`src/rtl/mc_ctrl_pkg.sv`:
```
// mc_ctrl_pkg -- shared definitions for the multi-cycle control FSM.
//   Opcode constants, the state enum (codes 0-14), the instruction class
//   enum, datapath mux encodings and the per-state control word decoder.
//   Optional feature macro used by the FSM: MC_CTRL_IRQ_EN.
package mc_ctrl_pkg;

  localparam int OPC_R    = 0;
  localparam int OPC_J    = 2;
  localparam int OPC_JAL  = 3;
  localparam int OPC_BEQ  = 4;
  localparam int OPC_BNE  = 5;
  localparam int OPC_ADDI = 8;
  localparam int OPC_ANDI = 12;
  localparam int OPC_ORI  = 13;
  localparam int OPC_LW   = 35;
  localparam int OPC_SW   = 43;

  typedef enum logic [3:0] {
    ST_FETCH     = 4'd0,
    ST_DECODE    = 4'd1,
    ST_MEM_ADR   = 4'd2,
    ST_MEM_READ  = 4'd3,
    ST_MEM_WB    = 4'd4,
    ST_MEM_WRITE = 4'd5,
    ST_EXECUTE   = 4'd6,
    ST_ALU_WB    = 4'd7,
    ST_BRANCH    = 4'd8,
    ST_IMM_EXEC  = 4'd9,
    ST_IMM_WB    = 4'd10,
    ST_JUMP      = 4'd11,
    ST_JAL       = 4'd12,
    ST_IRQ       = 4'd13,
    ST_TRAP      = 4'd14
  } state_e;

  typedef enum logic [3:0] {
    INS_R, INS_J, INS_JAL, INS_BEQ, INS_BNE, INS_ADDI,
    INS_ANDI, INS_ORI, INS_LW, INS_SW, INS_ILL
  } instr_e;

  localparam logic [1:0] ALU_ADD   = 2'd0;
  localparam logic [1:0] ALU_SUB   = 2'd1;
  localparam logic [1:0] ALU_FUNCT = 2'd2;
  localparam logic [1:0] ALU_LOGIC = 2'd3;

  localparam logic [1:0] SRCB_REG    = 2'd0;
  localparam logic [1:0] SRCB_FOUR   = 2'd1;
  localparam logic [1:0] SRCB_IMM    = 2'd2;
  localparam logic [1:0] SRCB_IMM_SH = 2'd3;

  localparam logic [1:0] PC_ALU    = 2'd0;
  localparam logic [1:0] PC_ALUOUT = 2'd1;
  localparam logic [1:0] PC_JUMP   = 2'd2;

  localparam logic [1:0] RDST_RT = 2'd0;
  localparam logic [1:0] RDST_RD = 2'd1;
  localparam logic [1:0] RDST_RA = 2'd2;

  localparam logic [1:0] M2R_ALU = 2'd0;
  localparam logic [1:0] M2R_MDR = 2'd1;
  localparam logic [1:0] M2R_PC  = 2'd2;

  // Control word held in the output register. rdy_gate marks states whose
  // write strobes (ir_write/pc_write/mem_write) only fire with mem_ready.
  typedef struct packed {
    logic [1:0] alu_op;
    logic       alu_src_a;
    logic [1:0] alu_src_b;
    logic [1:0] reg_dst;
    logic [1:0] mem_to_reg;
    logic [1:0] pc_src;
    logic       i_or_d;
    logic       ir_write;
    logic       mem_read;
    logic       mem_write;
    logic       pc_write;
    logic       branch;
    logic       branch_ne;
    logic       reg_write;
    logic       irq_ack;
    logic       rdy_gate;
  } ctl_t;

  function automatic instr_e classify(input logic [31:0] op);
    instr_e r;
    r = INS_ILL;
    case (op)
      OPC_R:    r = INS_R;
      OPC_J:    r = INS_J;
      OPC_JAL:  r = INS_JAL;
      OPC_BEQ:  r = INS_BEQ;
      OPC_BNE:  r = INS_BNE;
      OPC_ADDI: r = INS_ADDI;
      OPC_ANDI: r = INS_ANDI;
      OPC_ORI:  r = INS_ORI;
      OPC_LW:   r = INS_LW;
      OPC_SW:   r = INS_SW;
      default:  r = INS_ILL;
    endcase
    return r;
  endfunction

  // Anything not set for a state stays 0 (strobes off, mux selects 0).
  function automatic ctl_t ctrl_decode(input state_e st, input instr_e ins,
                                       input logic [1:0] irq_vec);
    ctl_t c;
    c = '0;
    case (st)
      ST_FETCH: begin
        c.mem_read  = 1'b1;
        c.alu_src_b = SRCB_FOUR;
        c.ir_write  = 1'b1;
        c.pc_write  = 1'b1;
        c.rdy_gate  = 1'b1;
      end
      ST_DECODE:    c.alu_src_b = SRCB_IMM_SH;
      ST_MEM_ADR: begin
        c.alu_src_a = 1'b1;
        c.alu_src_b = SRCB_IMM;
      end
      ST_MEM_READ: begin
        c.mem_read = 1'b1;
        c.i_or_d   = 1'b1;
      end
      ST_MEM_WB: begin
        c.reg_dst    = RDST_RT;
        c.mem_to_reg = M2R_MDR;
        c.reg_write  = 1'b1;
      end
      ST_MEM_WRITE: begin
        c.i_or_d    = 1'b1;
        c.mem_write = 1'b1;
        c.rdy_gate  = 1'b1;
      end
      ST_EXECUTE: begin
        c.alu_src_a = 1'b1;
        c.alu_src_b = SRCB_REG;
        c.alu_op    = ALU_FUNCT;
      end
      ST_ALU_WB: begin
        c.reg_dst   = RDST_RD;
        c.reg_write = 1'b1;
      end
      ST_BRANCH: begin
        c.alu_src_a = 1'b1;
        c.alu_op    = ALU_SUB;
        c.pc_src    = PC_ALUOUT;
        c.branch    = (ins == INS_BEQ);
        c.branch_ne = (ins == INS_BNE);
      end
      ST_IMM_EXEC: begin
        c.alu_src_a = 1'b1;
        c.alu_src_b = SRCB_IMM;
        c.alu_op    = (ins == INS_ADDI) ? ALU_ADD : ALU_LOGIC;
      end
      ST_IMM_WB:    c.reg_write = 1'b1;
      ST_JUMP: begin
        c.pc_src   = PC_JUMP;
        c.pc_write = 1'b1;
      end
      ST_JAL: begin
        c.pc_src     = PC_JUMP;
        c.pc_write   = 1'b1;
        c.reg_dst    = RDST_RA;
        c.mem_to_reg = M2R_PC;
        c.reg_write  = 1'b1;
      end
      ST_IRQ: begin
        c.pc_src   = irq_vec;
        c.pc_write = 1'b1;
        c.irq_ack  = 1'b1;
      end
      default: ;
    endcase
    return c;
  endfunction

endpackage

```
`src/rtl/mc_ctrl_wait_timer.sv`:
```
// mc_ctrl_wait_timer -- counts consecutive memory-stall cycles.
//   clk, rst_n : clock, asynchronous active-low reset
//   wait_i     : FSM is in a state that waits on memory
//   ready_i    : memory completes the access this cycle
//   clr_i      : FSM state changes at the coming edge
//   expire_o   : this is stall cycle number TMO_CYC (leave for TRAP now)
module mc_ctrl_wait_timer #(
  parameter int TMO_CYC = 15,
  parameter int TMO_W   = 4
) (
  input  logic clk,
  input  logic rst_n,
  input  logic wait_i,
  input  logic ready_i,
  input  logic clr_i,
  output logic expire_o
);

  logic [TMO_W-1:0] cnt_q, cnt_d;
  logic             stall;

  assign stall = wait_i & ~ready_i;
  // cnt_q holds the stalls already seen, so the TMO_CYC-th stall sees TMO_CYC-1.
  assign expire_o = stall && (cnt_q == TMO_W'(TMO_CYC - 1));

  always_comb begin
    cnt_d = '0;
    if (stall && !clr_i) cnt_d = cnt_q + 1'b1;
  end

  always_ff @(posedge clk or negedge rst_n) begin
    if (!rst_n) cnt_q <= '0;
    else        cnt_q <= cnt_d;
  end

endmodule

```
`src/rtl/mc_ctrl_fsm.sv`:
```
// mc_ctrl_fsm -- Moore control FSM for a multi-cycle MIPS-like datapath.
//   Inputs : clk, rst_n (async, active low), opcode[OP_W], mem_ready, irq
//   Outputs: alu_op, alu_src_a, alu_src_b, reg_dst, mem_to_reg, pc_src,
//            i_or_d, ir_write, mem_read, mem_write, pc_write, branch,
//            branch_ne, reg_write, irq_ack, illegal_op, mem_timeout, state
//   Macro MC_CTRL_IRQ_EN enables the end-of-instruction interrupt entry.
module mc_ctrl_fsm
  import mc_ctrl_pkg::*;
#(
  parameter int OP_W        = 6,
  parameter int TMO_CYC     = 15,
  parameter int TMO_W       = 4,
  parameter int IRQ_VEC_SEL = 3
) (
  input  logic            clk,
  input  logic            rst_n,
  input  logic [OP_W-1:0] opcode,
  input  logic            mem_ready,
  input  logic            irq,
  output logic [1:0]      alu_op,
  output logic            alu_src_a,
  output logic [1:0]      alu_src_b,
  output logic [1:0]      reg_dst,
  output logic [1:0]      mem_to_reg,
  output logic            i_or_d,
  output logic            ir_write,
  output logic            mem_read,
  output logic            mem_write,
  output logic            pc_write,
  output logic            branch,
  output logic            branch_ne,
  output logic            reg_write,
  output logic [1:0]      pc_src,
  output logic            irq_ack,
  output logic            illegal_op,
  output logic            mem_timeout,
  output logic [3:0]      state
);

  localparam logic [1:0] IRQ_VEC = 2'(IRQ_VEC_SEL);

  state_e state_q, state_d, end_next;
  ctl_t   ctl_q;
  instr_e ins;
  logic   illegal_q, tmo_q;
  logic   tmo_expire, irq_take, in_wait;

  assign ins = classify(32'(opcode));

`ifdef MC_CTRL_IRQ_EN
  assign irq_take = irq;
  assign irq_ack  = ctl_q.irq_ack;
`else
  logic unused_irq;
  assign irq_take   = 1'b0;
  assign irq_ack    = 1'b0;
  assign unused_irq = irq ^ ctl_q.irq_ack;
`endif

  assign end_next = irq_take ? ST_IRQ : ST_FETCH;
  assign in_wait  = (state_q == ST_FETCH) || (state_q == ST_MEM_READ) ||
                    (state_q == ST_MEM_WRITE);

  mc_ctrl_wait_timer #(
    .TMO_CYC (TMO_CYC),
    .TMO_W   (TMO_W)
  ) u_wait_timer (
    .clk      (clk),
    .rst_n    (rst_n),
    .wait_i   (in_wait),
    .ready_i  (mem_ready),
    .clr_i    (state_d != state_q),
    .expire_o (tmo_expire)
  );

  always_comb begin
    state_d = state_q;
    case (state_q)
      ST_FETCH: begin
        if (tmo_expire)     state_d = ST_TRAP;
        else if (mem_ready) state_d = ST_DECODE;
      end
      ST_DECODE: begin
        case (ins)
          INS_LW, INS_SW:             state_d = ST_MEM_ADR;
          INS_R:                      state_d = ST_EXECUTE;
          INS_BEQ, INS_BNE:           state_d = ST_BRANCH;
          INS_ADDI, INS_ANDI, INS_ORI: state_d = ST_IMM_EXEC;
          INS_J:                      state_d = ST_JUMP;
          INS_JAL:                    state_d = ST_JAL;
          default:                    state_d = ST_TRAP;
        endcase
      end
      ST_MEM_ADR:  state_d = (ins == INS_SW) ? ST_MEM_WRITE : ST_MEM_READ;
      ST_MEM_READ: begin
        if (tmo_expire)     state_d = ST_TRAP;
        else if (mem_ready) state_d = ST_MEM_WB;
      end
      ST_MEM_WRITE: begin
        if (tmo_expire)     state_d = ST_TRAP;
        else if (mem_ready) state_d = end_next;
      end
      ST_EXECUTE:  state_d = ST_ALU_WB;
      ST_IMM_EXEC: state_d = ST_IMM_WB;
      ST_MEM_WB, ST_ALU_WB, ST_BRANCH, ST_IMM_WB, ST_JUMP, ST_JAL:
                   state_d = end_next;
      ST_IRQ:      state_d = ST_FETCH;
      ST_TRAP:     state_d = ST_TRAP;
      default:     state_d = ST_FETCH;
    endcase
  end

  // The control word is registered from the next state, so it always
  // matches state_q; opcode is stable from DECODE until the next FETCH.
  always_ff @(posedge clk or negedge rst_n) begin
    if (!rst_n) begin
      state_q   <= ST_FETCH;
      ctl_q     <= ctrl_decode(ST_FETCH, INS_ILL, IRQ_VEC);
      illegal_q <= 1'b0;
      tmo_q     <= 1'b0;
    end else begin
      state_q <= state_d;
      ctl_q   <= ctrl_decode(state_d, ins, IRQ_VEC);
      if (state_q == ST_DECODE && state_d == ST_TRAP) illegal_q <= 1'b1;
      if (tmo_expire)                                 tmo_q     <= 1'b1;
    end
  end

  assign alu_op      = ctl_q.alu_op;
  assign alu_src_a   = ctl_q.alu_src_a;
  assign alu_src_b   = ctl_q.alu_src_b;
  assign reg_dst     = ctl_q.reg_dst;
  assign mem_to_reg  = ctl_q.mem_to_reg;
  assign pc_src      = ctl_q.pc_src;
  assign i_or_d      = ctl_q.i_or_d;
  assign mem_read    = ctl_q.mem_read;
  assign branch      = ctl_q.branch;
  assign branch_ne   = ctl_q.branch_ne;
  assign reg_write   = ctl_q.reg_write;
  assign ir_write    = ctl_q.ir_write  & (~ctl_q.rdy_gate | mem_ready);
  assign pc_write    = ctl_q.pc_write  & (~ctl_q.rdy_gate | mem_ready);
  assign mem_write   = ctl_q.mem_write & (~ctl_q.rdy_gate | mem_ready);
  assign illegal_op  = illegal_q;
  assign mem_timeout = tmo_q;
  assign state       = state_q;

endmodule

```
`config.mk`:
```
export PLATFORM = sky130hd
export DESIGN_NAME = mc_ctrl_fsm
export DESIGN_NICKNAME = d
export VERILOG_FILES = /design/src/rtl/mc_ctrl_pkg.sv /design/src/rtl/mc_ctrl_wait_timer.sv /design/src/rtl/mc_ctrl_fsm.sv
export SDC_FILE = /design/constraint.sdc
export NUM_CORES = 1
export LEC_CHECK = 0
export ABC_AREA = 1
export CORE_MARGIN = 2
export CORE_UTILIZATION = 35
export DETAILED_ROUTE_END_ITERATION = 10
export PLACE_DENSITY_LB_ADDON = 0.05
export SYNTH_ARGS = -nofsm -noshare
export SYNTH_HDL_FRONTEND = slang
export SYNTH_SLANG_ARGS = --single-unit
export TNS_END_PERCENT = 100
```
`constraint.sdc`:
```
create_clock -name clk -period 3.5 [get_ports clk]
set_clock_uncertainty 0.2 [all_clocks]
set_input_delay 0.35 -clock clk [delete_from_list [all_inputs] [get_ports clk]]
set_output_delay 0.35 -clock clk [all_outputs]
set_load 0.05 [all_outputs]
```
======== Word level (Yosys, flattened, before mapping) ========
Memories as Yosys holds them, arrays and structs flattened.
Cells that the tools add are included.
word-level totals
  bits in registers ....................... 30
  bits in read-only memories .............. 64
  output and inout bits ................... 26
  word-level logic and storage cells ...... 106
  memories ................................ 1
memory list
  memory           depth  width  rd ports  clocked after Yosys merged registers in  wr ports  line               source
  (no name shown)  16     4      1         0                                        0         mc_ctrl_fsm.sv:84  case (ins)
operators by class
  add/sub/neg operators ................... 1
  eq/ne operators ......................... 36
  mux-type cells .......................... 25
  bitwise operators ....................... 7
  reductions and logical operators ........ 17
operators by type and width
  cell                   number
  $eq A4 B4 Y1 const B   11
  $pmux W4 S10           1
  $eq A4 B3 Y1 const B   8
  $pmux W4 S8            1
  $mux W4                7
  $eq A4 B2 Y1 const B   5
  $eq A6 B4 Y1 const B   3
  $pmux W2 S3            3
  $eq A6 B2 Y1 const B   2
  $eq A6 B3 Y1 const B   2
  $eq A6 B6 Y1 const B   2
  $reduce_or A4 Y1       3
  $reduce_or A2 Y1       5
  $eq A4 B1 Y1 const B   2
  $logic_not A4 Y1       2
  $mux W1                8
  $pmux W2 S2            2
  $logic_not A6 Y1       1
  $add A4 B1 Y4 const B  1
  $and A1 B1 Y1          4
  $mux W2                2
  $ne A4 B4 Y1           1
  $logic_and A1 B1 Y1    3
  $mux W3                1
  other kinds (4)        6

======== Longest topological paths before layout ========
Gate-level depths: netlist (run 1).
  depth in word-level cells ............... 11
  gate-level depth with buffers ........... 14
  mapped depth without buffers ............ 14

======== Cells and area by module ========
Synthesis (run 1) repeated with hierarchy kept, for this count alone.
second synthesis, totals
  cells, all modules ...................... 247
  area, all modules ....................... 1930.6 um^2
modules (own cells, without submodules)
  module              times used  cells each  area each (um^2)
  mc_ctrl_fsm         1           219         1714.1
  mc_ctrl_wait_timer  1           28          216.5

======== Worst setup path before layout (run 1) ========
No wires, ideal clock.
  path type ............................... flip-flop to output port
  start ................................... reg ctl_q[8] (netlist bit)
  end ..................................... out ir_write
  data arrival time ....................... 1635 ps
  data required time ...................... 2950 ps
  setup slack ............................. 1315 ps
  cell stages (with the launch flop) ...... 2
  path through ............................ dfstp_2 a21boi_0
between the ends
  cells in the longest elaborated chain, start to end .. 1
ends and longest elaborated chain
  item                    line                source
  start, declared         mc_ctrl_fsm.sv:43   ctl_t ctl_q;
  start signal, assigned  mc_ctrl_fsm.sv:118  ctl_q <= ctrl_decode(ST_FETCH, INS_ILL, IRQ_VEC);
  start signal, assigned  mc_ctrl_fsm.sv:123  ctl_q <= ctrl_decode(state_d, ins, IRQ_VEC);
  $and A1 B1 Y1           mc_ctrl_fsm.sv:140  assign ir_write = ctl_q.ir_write & (~ctl_q.rdy_gate | mem_ready);
  end, declared           mc_ctrl_fsm.sv:26   output logic ir_write,
No other way between the ends.

======== Worst setup path after layout (run 1) ========
  start ................................... in mem_ready
  end ..................................... out pc_write
between the ends
  cells in the longest elaborated chain, start to end .. 2
ends and longest elaborated chain
  item             line                source
  start, declared  mc_ctrl_fsm.sv:18   input logic mem_ready,
  $or A1 B1 Y1     mc_ctrl_fsm.sv:141  assign pc_write = ctl_q.pc_write & (~ctl_q.rdy_gate | mem_ready);
  $and A1 B1 Y1    mc_ctrl_fsm.sv:141
  end, declared    mc_ctrl_fsm.sv:29   output logic pc_write,
No other way between the ends.

==> results of run 1 <==
==> routing by layer <==
layer,track usage,up-vias
met5,0,-
met4,0.0417,0
met3,0.0535,2
met2,0.227,30
met1,0.196,633
li1,-,754
==> area by class of cell <==
type                    instances  area (um^2)
clock inverters                 2         10.0
repair buffers                 34          338
multi-input cells             149          797
clock buffers                   6         72.6
fillers                       526         2610
inverters                      39          146
flip-flops and latches         29          732
well taps                      67         83.8
==> path summary, 6_finish.rpt <==
| path | startpoint | endpoint | slack, ns | cells after the start |
|---|---|---|---|---|
| min reg2reg | illegal_op | illegal_op | 0.27 | 2 |
| max reg2reg | state[2] | alu_src_b[1] | 1.44 | 9 |
| min | rst_n | u_wait_timer.cnt_q[3] | 0.25 | 2 |
| min in group clk | illegal_op | illegal_op | 0.27 | 2 |
| max | mem_ready | pc_write | 0.82 | 4 |
| max in group asynchronous | rst_n | mem_read | 2.53 | 2 |
==> layout by cell type, fill, tap and decap left out, drive strengths merged, types with 3 or more instances in the layout <==
| cell | synthesis | layout |
|---|---|---|
| a21boi | 3 | 3 |
| clkbuf | 0 | 6 |
| clkdlybuf4s50 | 0 | 33 |
| clkinv | 1 | 3 |
| dfrtp | 24 | 24 |
| dfstp | 5 | 5 |
| inv | 38 | 38 |
| nand2 | 58 | 58 |
| nand3 | 23 | 23 |
| nor2 | 41 | 41 |
| nor3 | 4 | 4 |
| o21ai | 7 | 7 |
==> cells by family after synthesis <==
logic type      count (synthesis)  synth area share
compound gates                 15            0.0577
xor+xnor                        2           0.00997
fa+ha+maj                       2            0.0142
buf+inv                        50             0.130
flops                          29             0.416
other cells                     1           0.00213
simple gates                  129             0.369
==> through the flow <==
stage,utilization,instance area (um^2),power (mW)
final,0.455,2180,1.99
after global routing,0.455,2180,2.16
after CTS,0.455,2180,2.02
after detailed placement,0.438,2100,1.74
after global placement,0.438,2100,1.75
after floorplan,-,1760,1.47
==> worst max-delay path, cell delays in order <==
cell and delay [ns]:
clkdlybuf4s50_1 0.54, inv_1 0.18, a21boi_0 0.22, clkdlybuf4s50_1 0.83
==> power by group through the flow <==
stage,combinational [mW],clock (mW),sequential (mW)
2_1_floorplan,0.835,0,0.640
3_3_place_gp,1.22,0,0.529
3_5_place_dp,1.21,0,0.528
4_1_cts,1.22,0.272,0.523
5_1_grt,1.34,0.286,0.536
6_report,1.21,0.262,0.520
==> summary.txt, run 1 <==
P&R area growth vs syn: 24.0%
Cell taking the most area after synthesis: dfrtp_1
Hold slack: 0.253 ns
Die height: 74.9 um
Top layer in use: met4
Clk slew on worst S/H paths: 0.06 ns
Drt pass-1 iters: 4
Async set or reset register ratio after synthesis: 1.00
Crit share post-route: 0.765
Mapped Cells: 228
Leakage: 1.10 nW
Setup ws final: 0.821 ns
Largest net degree at the start of global routing: 30
Syn Nets: 240
Initial Utilization: 0.367
Vias: 1,419
Sw power: 1.02 mW
Syn_area_per_cell: 7.71 um^2
Met2 WL: 1650 um
Clk Latency, worst-skew pair: 0.28 ns
Via density: 4.35
Die area: 5610 um^2
Measured slew at the worst slew-check pin: 0.502 ns
PortBufs: 33
Clock Tree Buf Depth: 2
Comb pwr share: 0.607
Count of cell types in the netlist: 29
Peak VDD IR: 397 uV
Clock Sinks: 29
Initial DRC count: 67
Hpwl dp: 2780 um
# DRC: 0
CP Class: input port to output port
Post-route insts no fill: 326
Slew Limit Headroom: 0.664
Final wirelength: 3570 um
Number of global-route vias before repair: 1,367
Io pins: 36
Most common cell in the synthesized netlist: nand2_1
CTS Buf Count: 5
Int Pwr: 0.967 mW
Synth top area cells: dfrtp_1 34%, nand2_1 11%, dfstp_2 7.5%
Layout cells sized above 1: 0.174
Final setup vio count: 0
Die Wd: 74.9 um
Area fraction of the dominant cell type after synthesis: 0.342
Minimum clock period: 2.68 ns
CP endpoint kind: output port
Worst path arrival time: 2.13 ns
Post-synth EDFFs: 0
Post-synthesis sequential area ratio: 0.416
Setup Buffers After CTS: 0
Yosys Warn Count: 0
Routed wl met3: 189 um
Pre-CTS WS: 0.814 ns
Status: finished clean
Synth cell count leaders: 50 x nand2_1, 33 x inv_1, 27 x nor2_1
Reg power frac: 0.262
Final nets: 270
# diodes: 0
Seq cells post-synth: 29
Clock power frac: 0.132
Core Region: 4790 um^2
Max Cap Viol: 0
PostCTS Resize Cnt: 0
CTS root buf: clkbuf_8
Post-route setup TNS: 0 ns
Routed Antenna Nets: 0
Worst min-delay path class: input port to asynchronous set/reset pin
Power Density: 912 nW/um^2
Crit path max fanout: 8
Cts hold-fix bufs: 0
Cell area after synthesis: 1760 um^2
Dominant synthesized flop cell: dfrtp_1
Htree depth: 2
CP startpoint kind: input port
Slew Limit Fails: 0
Per-cell routed wire length: 10.9 um
Fmax: 373 MHz
First-pass GRT wire length: 6200 um
Met1 WL: 1710 um
Switching share of power: 0.514
Endpoints failing hold: 0
TritonCTS clock tree: done
Std cell rows: 25
Placed Cells: 318
RSZ-0062 raised after global routing: no
GRT Util Overall: 0.148
WP data required: 2.95 ns
GP Congestion: 0.881
Initial antenna violation count: 0
GRT overflow: 0
(Power assumes the default switching activity.)
==> run 2, diff against run 1 <==
Clock period 3.5 ns to 2.55 ns, I/O delays scaled along.
==> summary.txt, run 2 (same netlist as run 1, synthesis figures left out) <==
Slew Limit Fails: 0
Clk slew on worst S/H paths: 0.06 ns
Layout cells sized above 1: 0.185
Power Density: 1290 nW/um^2
Status: finished clean
GRT overflow: 0
Post-route setup TNS: 0 ns
Fmax: 472 MHz
Die area: 5610 um^2
Cts hold-fix bufs: 0
First-pass GRT wire length: 5990 um
Max Cap Viol: 0
Per-cell routed wire length: 10.8 um
CP startpoint kind: flip-flop
Commonest non-fill, non-tap cells in the layout: 50 x nand2_1, 33 x inv_1, 30 x clkdlybuf4s50_1
PortBufs: 33
GP Congestion: 0.890
Die height: 74.9 um
Core Region: 4790 um^2
Leakage: 1.13 nW
Crit-path cells: clkdlybuf4s50_1
Family with the most delay on the worst path: buffers and inverters
Post-route insts no fill: 326
Crit share post-route: 0.830
Initial antenna violation count: 0
Die Wd: 74.9 um
Worst path arrival time: 1.66 ns
Clock Sinks: 29
GRT Util Overall: 0.142
# diodes: 0
WP data required: 2.10 ns
CTS Buf Count: 5
CP endpoint kind: output port
RSZ-0062 raised after global routing: no
Crit path max fanout: 7
Endpoints failing hold: 0
Final setup vio count: 0
Number of global-route vias before repair: 1,349
Routed Antenna Nets: 0
CTS root buf: clkbuf_8
Final wirelength: 3540 um
Io pins: 36
Initial DRC count: 73
Worst min-delay path class: input port to asynchronous set/reset pin
Placed Cells: 318
Peak VDD IR: 515 uV
Via density: 4.38
Final nets: 270
P&R area growth vs syn: 27.6%
Htree depth: 2
CP max stage delay: 0.87 ns
Buffers & Inverters on Critical Path: 1
Initial Utilization: 0.367
PostCTS Resize Cnt: 0
CP Class: flip-flop to output port
Most common cell after layout, fill and taps aside: nand2_1
Slew Limit Headroom: 0.664
Fillers: 493
Largest net degree at the start of global routing: 30
# DRC: 0
Measured slew at the worst slew-check pin: 0.502 ns
Register Area: 732 um^2
Hpwl dp: 2760 um
Minimum clock period: 2.12 ns
Clk Latency, worst-skew pair: 0.28 ns
Drt pass-1 iters: 4
Vias: 1,429
Setup Buffers After CTS: 0
Std cell rows: 25
Clock Tree Buf Depth: 2
Crit-path slowest cell: clkdlybuf4s50_1
Footprint of the multi-input gates: 797 um^2
TritonCTS clock tree: done
-- run 2: metrics by stage --
step / hold WS (ns) / total power [mW] / util / worst slack, ns / cell area (um^2)
floorplan: -0.241 / 2.02 / - / 0.460 / 1760
global placement: 0.255 / 2.44 / 0.444 / 0.145 / 2130
detailed placement: 0.249 / 2.44 / 0.444 / 0.147 / 2130
CTS: 0.173 / 2.94 / 0.469 / 0.421 / 2240
global route: 0.189 / 3.13 / 0.469 / 0.186 / 2240
finish: 0.156 / 2.90 / 0.469 / 0.432 / 2240
-- run 2: worst paths after layout --
check / endpoint / slack [ns] / cells past startpoint / start
max in group asynchronous: mem_read / 1.68 / 2 / rst_n
max: state[2] / 0.43 / 1 / state[2]
min reg2reg: illegal_op / 0.27 / 2 / illegal_op
min in group clk: illegal_op / 0.27 / 2 / illegal_op
max reg2reg: alu_src_a / 0.49 / 9 / state[2]
min: u_wait_timer.cnt_q[3] / 0.16 / 2 / rst_n
-- run 2: layout make-up --
type / count / area share
inverter: 39 / 0.0653
tap: 67 / 0.0374
clock inverter: 1 / 0.0134
clock buffer: 7 / 0.0385
multi-input combinational: 149 / 0.355
sequential: 29 / 0.326
timing repair buffer: 34 / 0.164
-- run 2: metal layers --
metal  share of wire  GRT usage  wire length [um]  vias to the layer above
met2            0.45      0.219              1600                       31
li1                -          -                 -                      754
met3           0.056     0.0589               198                        2
met5               0          0                 0                        -
met4          0.0054     0.0357                19                        0
met1            0.49      0.185              1720                      642
-- run 2: power breakdown --
part	internal (mW)	switching, mW	leakage (nW)
clock	0.318	0.166	0.0585
sequential	0.624	0.0883	0.365
combinational	0.549	1.16	0.704
==> run 3, diff against run 2 <==
Clock period 2.55 ns to 1.9 ns, I/O delays scaled along.
==> summary.txt, run 3 (same netlist as run 1, synthesis figures left out) <==
# DRC: 0
Crit path max fanout: 6
TritonCTS clock tree: done
Drt pass-1 iters: 4
Leakage: 1.40 nW
Die Wd: 74.9 um
CP Launch Point: state[3]
# diodes: 0
Initial antenna violation count: 0
Worst path arrival time: 1.99 ns
Reg power frac: 0.206
Number of global-route vias before repair: 1,478
Crit path to: branch
Top Usage Layer GRT: met2
Layout cells sized above 1: 0.455
Power Density: 1730 nW/um^2
Minimum clock period: 1.98 ns
Slew Limit Fails: 0
CP startpoint kind: flip-flop
Peak VDD IR: 783 uV
Vias: 1,582
Max Cap Viol: 0
Post-route setup TNS: -0.691 ns
Hpwl dp: 2990 um
Io pins: 36
Via density: 4.28
GP Congestion: 0.870
Placed Cells: 350
Clk Latency, worst-skew pair: 0.27 ns
Largest net degree at the start of global routing: 30
Commonest non-fill, non-tap cells in the layout: 52 x buf_4, 37 x nand2_1, 28 x inv_1
Failing checks: negative setup slack
Utilization after layout: 0.561
CP Class: flip-flop to flip-flop
Final nets: 314
Register Area: 737 um^2
Worst R2R Setup Slack: -0.08 ns
GRT Util Overall: 0.160
Routed Antenna Nets: 0
Worst r2r path cells: 12
Fillers: 455
Final wirelength: 3980 um
Status: complete, but fails checks
Worst r2r dst: branch
P&R area growth vs syn: 52.7%
CTS Buf Count: 5
Worst min-delay path class: input port to asynchronous set/reset pin
Comb pwr share: 0.690
Std cell rows: 25
Footprint of the multi-input gates: 937 um^2
Hold slack: 0.0909 ns
RSZ-0062 raised after global routing: yes
Crit-path most repeated cell: nand2_2
Final setup vio count: 16
Most common cell after layout, fill and taps aside: buf_4
CP endpoint kind: flip-flop
GRT overflow: 0
Setup ws final: -0.0845 ns
Clk slew on worst S/H paths: 0.06 ns
Met2 Use GR: 0.250
Endpoints failing hold: 0
PortBufs: 33
Per-cell routed wire length: 10.8 um
Critical R2R Launch: state[3]
Int Pwr: 2.39 mW
Crit-path cells: nor2_4, nand2_2, nand3_4, nand3_4, nand2_2, nand2_2, nand2_4, inv_4, nor2_4, buf_4, nand2_4, nor2_2
Clock Sinks: 29
GRT met1 Usage: 0.216
Clock Tree Buf Depth: 2
CTS root buf: clkbuf_8
Crit share post-route: 1.04
Htree depth: 2
Clock power frac: 0.104
Initial Utilization: 0.367
Pre-CTS WS: -0.412 ns
Die area: 5610 um^2
Sw power: 2.25 mW
Measured slew at the worst slew-check pin: 0.504 ns
Core Region: 4790 um^2
Die height: 74.9 um
Cts hold-fix bufs: 0
Initial DRC count: 41
Switching share of power: 0.485
CP max stage delay: 0.44 ns
First-pass GRT wire length: 6660 um
WP data required: 1.91 ns
Met3 Use GR: 0.0402
Slew Limit Headroom: 0.663
Post-route insts no fill: 370
Fmax: 504 MHz
Crit-path slowest cell: dfrtp_2
-- run 3: cell types whose count changed in the layout (fill, tap and decap cells not counted), moves of 5 or more --
cell             previous run  this run
buf_4                       1        52
clkdlybuf4s50_1            30        16
nand2_1                    50        37
nand2_2                     6        14
nor2_1                     27        19
nor2_4                      3        10
inv_1                      33        28
nand2_4                     2         7
-- run 3: worst min path at each step --
stage,from,to,cells past startpoint
after global placement,mem_timeout,mem_timeout,2
after CTS,rst_n,reg_write,2
after global routing,rst_n,mem_timeout,2
final,rst_n,mem_timeout,2
after floorplan,rst_n,alu_op[0],0
after detailed placement,mem_timeout,mem_timeout,2
-- run 3: metal layers --
layer	routed length (um)	vias to the layer above
met5	0	-
met4	39	0
met3	141	4
met2	1980	25
met1	1820	718
li1	-	835
-- run 3: power groups by stage --
stage | logic (mW) | clock network, mW | registers [mW]
floorplan | 1.54 | 0 | 1.19
CTS | 2.81 | 0.500 | 0.951
global placement | 2.59 | 0 | 0.959
global route | 3.49 | 0.532 | 0.979
finish | 3.20 | 0.483 | 0.957
detailed placement | 2.59 | 0 | 0.959
-- run 3: cell type report --
type                    instances  share of cell area
repair buffers                 78               0.257
clock buffers                   5              0.0256
multi-input cells             149               0.349
flip-flops and latches         29               0.274
well taps                      67              0.0312
inverters                      39              0.0564
clock inverters                 3             0.00652
-- run 3: critical path, delay by kind of cell, from the launching register on --
| kind | cells | cell delay (ns) |
|---|---|---|
| buf+inv | 2 | 0.19 |
| simple gates | 10 | 1.09 |
| flops | 1 | 0.44 |
-- run 3: repair_timing --
| item | CTS | global route |
|---|---|---|
| buffers inserted | 5 | 7 |
| setup endpoints to repair | 20 | 25 |
| endpoints found under the hold margin | 0 | 0 |
| gates resized for setup | 21 | 33 |
| pin swaps | 7 | 20 |
-- run 3: through the flow --
stage / power, mW / instance area, um^2
3_5_place_dp: 3.54 / 2350
5_1_grt: 5.00 / 2690
4_1_cts: 4.26 / 2520
6_report: 4.64 / 2690
2_1_floorplan: 2.73 / 1760
3_3_place_gp: 3.55 / 2350
